### src/rtl/stack_mem_engine.sv
// Moves data between the operand stack and data memory: push-constant, burst LOAD/STORE and
// stack-addressed LOADI/STOREI, with one command in flight at a time and full/empty abort.
module stack_mem_engine #(
    parameter int ADDR_LEN = 8,
    parameter int DATA_LEN = 8,
    parameter int CNT_LEN  = 3
) (
    input  logic                clk,
    input  logic                rstn,
    input  logic                en,
    input  logic                cmd_valid,
    output logic                cmd_ready,
    input  logic [2:0]          cmd_op,
    input  logic [ADDR_LEN-1:0] cmd_addr,
    input  logic [DATA_LEN-1:0] cmd_imm,
    input  logic [CNT_LEN-1:0]  cmd_len,
    output logic                done,
    output logic                err,
    output logic                stk_push,
    output logic                stk_pop,
    output logic [DATA_LEN-1:0] stk_data_in,
    input  logic [DATA_LEN-1:0] stk_data_out,
    input  logic                stk_full,
    input  logic                stk_empty,
    output logic                mem_r_en,
    output logic                mem_w_en,
    output logic [ADDR_LEN-1:0] mem_addr,
    output logic [DATA_LEN-1:0] mem_data_in,
    input  logic [DATA_LEN-1:0] mem_data_out
);

    localparam logic [2:0] OP_NOP    = 3'b000;
    localparam logic [2:0] OP_PUSHC  = 3'b001;
    localparam logic [2:0] OP_LOAD   = 3'b010;
    localparam logic [2:0] OP_STORE  = 3'b011;
    localparam logic [2:0] OP_LOADI  = 3'b100;
    localparam logic [2:0] OP_STOREI = 3'b101;

    typedef enum logic [3:0] {
        S_IDLE, S_PUSH, S_RD, S_WAIT, S_POPD, S_POPA, S_WR, S_DONE, S_ERR
    } state_t;

    state_t              r_state, w_next;
    logic [2:0]          r_op, w_op;
    logic [ADDR_LEN-1:0] r_base, w_base, w_maddr;
    logic [DATA_LEN-1:0] r_data, w_data;
    logic [CNT_LEN-1:0]  r_len, w_len, r_idx, w_idx;
    logic                r_abort, w_abort;

    logic                r_ready, r_done, r_err, r_push, r_pop, r_rd, r_wr;
    logic [ADDR_LEN-1:0] r_maddr;
    logic [DATA_LEN-1:0] r_sdin, r_mdin;

    always_comb begin
        w_next  = r_state;
        w_op    = r_op;
        w_base  = r_base;
        w_data  = r_data;
        w_len   = r_len;
        w_idx   = r_idx;
        w_abort = 1'b0;
        case (r_state)
            S_IDLE: begin
                if (cmd_valid && r_ready) begin
                    w_op   = cmd_op;
                    w_base = cmd_addr;
                    w_data = cmd_imm;
                    w_len  = cmd_len;
                    w_idx  = '0;
                    case (cmd_op)
                        OP_NOP:   w_next = S_DONE;
                        OP_PUSHC: begin w_next = S_PUSH; w_abort = stk_full;  end
                        OP_LOAD:  w_next = S_RD;
                        OP_STORE: begin w_next = S_POPD; w_abort = stk_empty; end
                        OP_LOADI, OP_STOREI: begin
                            w_next  = S_POPA;
                            w_abort = stk_empty;
                        end
                        default:  w_next = S_ERR;
                    endcase
                end
            end
            // An aborted strobe state still occupies its cycle with the strobe suppressed.
            S_PUSH: begin
                if (r_abort) begin
                    w_next = S_ERR;
                end else if (r_op == OP_LOAD && r_idx != r_len) begin
                    w_idx  = r_idx + 1'b1;
                    w_next = S_RD;
                end else begin
                    w_next = S_DONE;
                end
            end
            S_RD: w_next = S_WAIT;
            S_WAIT: begin
                w_data  = mem_data_out;
                w_next  = S_PUSH;
                w_abort = stk_full;
            end
            S_POPA: begin
                if (r_abort) begin
                    w_next = S_ERR;
                end else begin
                    w_base = stk_data_out[ADDR_LEN-1:0];
                    if (r_op == OP_LOADI) begin
                        w_next = S_RD;
                    end else begin
                        w_next  = S_POPD;
                        w_abort = stk_empty;
                    end
                end
            end
            S_POPD: begin
                if (r_abort) begin
                    w_next = S_ERR;
                end else begin
                    w_data = stk_data_out;
                    w_next = S_WR;
                end
            end
            S_WR: begin
                if (r_op == OP_STORE && r_idx != r_len) begin
                    w_idx   = r_idx + 1'b1;
                    w_next  = S_POPD;
                    w_abort = stk_empty;
                end else begin
                    w_next = S_DONE;
                end
            end
            S_DONE, S_ERR: w_next = S_IDLE;
            default:       w_next = S_IDLE;
        endcase
        w_maddr = w_base + ADDR_LEN'(w_idx);
    end

    // Outputs are registered from the next state so they line up with the state they describe.
    always_ff @(posedge clk or negedge rstn) begin
        if (!rstn) begin
            r_state <= S_IDLE;
            r_op    <= '0;
            r_base  <= '0;
            r_data  <= '0;
            r_len   <= '0;
            r_idx   <= '0;
            r_abort <= 1'b0;
            r_ready <= 1'b0;
            r_done  <= 1'b0;
            r_err   <= 1'b0;
            r_push  <= 1'b0;
            r_pop   <= 1'b0;
            r_rd    <= 1'b0;
            r_wr    <= 1'b0;
            r_maddr <= '0;
            r_sdin  <= '0;
            r_mdin  <= '0;
        end else begin
            r_state <= w_next;
            r_op    <= w_op;
            r_base  <= w_base;
            r_data  <= w_data;
            r_len   <= w_len;
            r_idx   <= w_idx;
            r_abort <= w_abort;
            r_ready <= (w_next == S_IDLE) && en;
            r_done  <= (w_next == S_DONE) || (w_next == S_ERR);
            r_err   <= (w_next == S_ERR);
            r_push  <= (w_next == S_PUSH) && !w_abort;
            r_pop   <= ((w_next == S_POPA) || (w_next == S_POPD)) && !w_abort;
            r_rd    <= (w_next == S_RD);
            r_wr    <= (w_next == S_WR);
            if (w_next == S_RD || w_next == S_WR) r_maddr <= w_maddr;
            if (w_next == S_PUSH) r_sdin <= w_data;
            if (w_next == S_WR)   r_mdin <= w_data;
        end
    end

    assign cmd_ready   = r_ready;
    assign done        = r_done;
    assign err         = r_err;
    assign stk_push    = r_push;
    assign stk_pop     = r_pop;
    assign stk_data_in = r_sdin;
    assign mem_r_en    = r_rd;
    assign mem_w_en    = r_wr;
    assign mem_addr    = r_maddr;
    assign mem_data_in = r_mdin;

endmodule
### config.mk
export PLATFORM = sky130hd
export DESIGN_NAME = stack_mem_engine
export DESIGN_NICKNAME = d
export VERILOG_FILES = /design/src/rtl/stack_mem_engine.sv
export SDC_FILE = /design/constraint.sdc
export NUM_CORES = 1
export LEC_CHECK = 0
export ABC_AREA = 1
export CORE_ASPECT_RATIO = 1.2
export CORE_MARGIN = 8
export CORE_UTILIZATION = 50
export CTS_CLUSTER_DIAMETER = 80
export DETAILED_ROUTE_END_ITERATION = 6
export GPL_ROUTABILITY_DRIVEN = 0
export PLACE_DENSITY = 0.8
export SYNTH_ARGS = -nofsm -noshare
export SYNTH_HDL_FRONTEND = slang
export SYNTH_SLANG_ARGS = --single-unit
### constraint.sdc
create_clock -name clk -period 2.81 [get_ports clk]
set_input_delay 0.843 -clock clk [delete_from_list [all_inputs] [get_ports clk]]
set_output_delay 0.843 -clock clk [all_outputs]
set_load 0.01 [all_outputs]
==> results_dict.tcl <==
set metrics [dict create \
    design_power_total_mw 4.82 \
    synthFlopType "dfrtp_1" \
    hpwl_um 6740 \
    vias_per_cell 5.17 \
    required_ns 3.05 \
    routed-wl-met3_um 623 \
    path_max_fanout 3 \
    synth_top_area_share_pct 48.2 \
    crit_top_cell "inv_1" \
    tritoncts "built" \
    num_rows 31 \
    critPathMaxStageDelay_ns 0.45 \
    cts_hold_buf 0 \
    synth_area_leaders "dfrtp_1 48%, nand2_1 19%, inv_1 4.9%, nand3_1 4.3%, nor2_1 3.4%" \
    cts_buffers 9 \
    worst_pin_slew_ns 0.547 \
    yosysSeqAreaShare_pct 48.2 \
    fin_nets 552 \
    cts_htree_levels 3 \
    synth.most_common_cell "nand2_1" \
    syn_nets 453 \
    clkSinkCount 61 \
    cap_violations 0 \
    clockRootBuffer "clkbuf_8" \
    routedWlPerCell_um 15.1 \
    grt_pass1_vias 3086 \
    final_max_slew_viol_count 0 \
    syn2layout_area_growth_pct 38.2 \
    register_area_um2 1530 \
    drcViolationCount 0 \
    overflow 0 \
    dr.max_layer_used "met4" \
    start_util_pct 52.0 \
    antenna_left 0 \
    antenna-diode-count 0 \
    synth_area_um2 3170 \
    drt-met1-wl_um 3790 \
    ys_top_cells_by_count "157 x nand2_1, 61 x dfrtp_1, 41 x inv_1" \
    drive_gt1_share_pct 14.2 \
    synth_cells 404 \
    yosysWarnings 0 \
    run_status "completed" \
    clock_latency_ns 0.34 \
    multi_input_area_um2 1470 \
    fin_crit_ns 2.64 \
    vdd_drop_max_v 0.000662 \
    start_kind "input pin" \
    vias 3052 \
    cp_slowest_cell "clkdlybuf4s50_1" \
    tns_ns 0 \
    max-slew-margin-rel_pct 63.4 \
    grt_pass1_wl_um 14600 \
    cts_buffer_depth 2 \
    async_reset_ff_share_pct 100 \
    nFillCells 506 \
    grt_max_degree 42 \
    drt_iter0_markers 208 \
    core_um2 6090 \
    max_freq_ghz 0.378 \
    grt_use_total_pct 20.7 \
    period_share_pct 94.1 \
    io-pin-count 75 \
    p_leak_nw 2.21 \
    hp-class "in2async" \
    end_kind "register" \
    crit_path_cell_trace "clkdlybuf4s50_1, inv_1, nor2_1, inv_1, nor2_1, a221oi_1, inv_1, ha_1, inv_1, fa_2, inv_1, a21oi_2, nor2_2, nand3_1, nand3_1, nand2_1" \
    drt-total-wl_um 8890 \
    ys_types 33 \
    yosys.area.top_type "dfrtp_1" \
    die_w_um 88.6 \
    synth-edff-count 0 \
    post_cts_buffers 0 \
    drt_pass1_iterations 5 \
    hold_violations 0 \
    io_buffer_count 74 \
    rsz0062_at_grt "false" \
    p_per_area_nw_per_um2 1100 \
    crit_type "in2reg" \
    synth_area_per_cell_um2 7.84 \
    fin_skew_ns 0.00986 \
    grt_antenna_before_repair 0 \
    finalSetupViolCount 0 \
    die-area_um2 9140 \
    synth_seq_cells 61 \
    fp.dieH_um 103 \
    clkTransAtPathRegs_ns 0.07 \
    met2_wirelength_um 4300 \
    cp.arrival_ns 2.88 \
]
## worst max-delay path, delay by kind of cell
family / cells / cell delay (ns)
buffers and inverters: 6 / 0.80
adder cells (fa/ha/maj): 2 / 0.51
AO/OA/AOI/OAI: 2 / 0.11
AND/OR/NAND/NOR: 6 / 0.62
## cell type report
type / instances / share of cell area, %
Inverter: 45 / 3.86
Clock inverter: 6 / 1.43
Timing Repair Buffer: 95 / 20.8
Sequential cell: 61 / 34.9
Tap cell: 82 / 2.34
Clock buffer: 10 / 3.15
Multi-Input combinational cell: 291 / 33.6
## placed cells by master (no fill, tap or decap), drive strengths merged, types with 8 or more instances in the layout
master         synthesis  layout
inv                   44      44
clkbuf                 0      10
dfrtp                 61      61
buf                    7      22
nand3                 28      28
a21oi                  8       8
nand2                161     161
clkdlybuf4s50          0      72
o21ai                 19      19
nor2                  40      40
## per-layer routing
layer | track usage (%) | up-vias
met5 | 0 | -
met4 | 8.34 | 0
met3 | 5.42 | 16
met2 | 34.2 | 105
met1 | 24.9 | 1458
li1 | - | 1473
## repair_timing
action	CTS	global route
hold endpoints to repair	0	0
pin swaps	1	2
setup endpoints to repair	5	5
resized for setup	6	6
## final timing paths
| check | from | endpoint | slack, ns | cells after the start |
|---|---|---|---|---|
| max | stk_data_out[0] | mem_addr[6] | 0.17 | 16 |
| min | rstn | mem_addr[1] | 0.47 | 1 |
| max reg2reg | r_idx[1] | mem_addr[6] | 0.19 | 14 |
| min reg2reg | mem_data_in[1] | mem_data_in[1] | 0.48 | 2 |
| max in group asynchronous | rstn | r_data[2] | 1.75 | 2 |
| min in group clk | mem_data_in[1] | mem_data_in[1] | 0.48 | 2 |
## metrics by stage
| step | hold WS (ns) | std cells | setup WS [ns] | util [%] | area, um^2 |
|---|---|---|---|---|---|
| global placement | 0.461 | 574 | -0.372 | 67.8 | 4130 |
| detailed placement | 0.464 | 574 | -0.489 | 67.8 | 4130 |
| CTS | 0.476 | 590 | 0.0283 | 71.5 | 4360 |
| global route | 0.500 | 590 | 0.0144 | 71.9 | 4380 |
| finish | 0.466 | 590 | 0.166 | 71.9 | 4380 |
| floorplan | 0.459 | 404 | 0.00498 | - | 3170 |
## report_power, final
| part | total (mW) | internal, mW | switching, mW |
|---|---|---|---|
| clock network | 0.790 | 0.430 | 0.360 |
| logic | 2.56 | 1.06 | 1.49 |
| registers | 1.47 | 1.25 | 0.219 |
## cell families (layout without fill, tap and decap cells)
family	count (synthesis)	count (layout)	synth area share, %
DFF	61	61	48.2
and+or+nand+nor	241	241	33.4
adders and majority gates	5	5	2.21
buffers and inverters	52	156	6.84
muxes	1	1	0.356
xor gates and xnor gates	5	5	1.38
AOI/OAI and AO/OA	39	39	7.63
## sequential cells by signal, summed over array words and instances (netlist names), 3 cells and up
signal	flops
r_base	8
r_data	8
stk_data_in	8
r_len	3
mem_addr	8
r_idx	3
mem_data_in	8
r_op	3
r_state	4
Power figures use the tool's default switching activity.
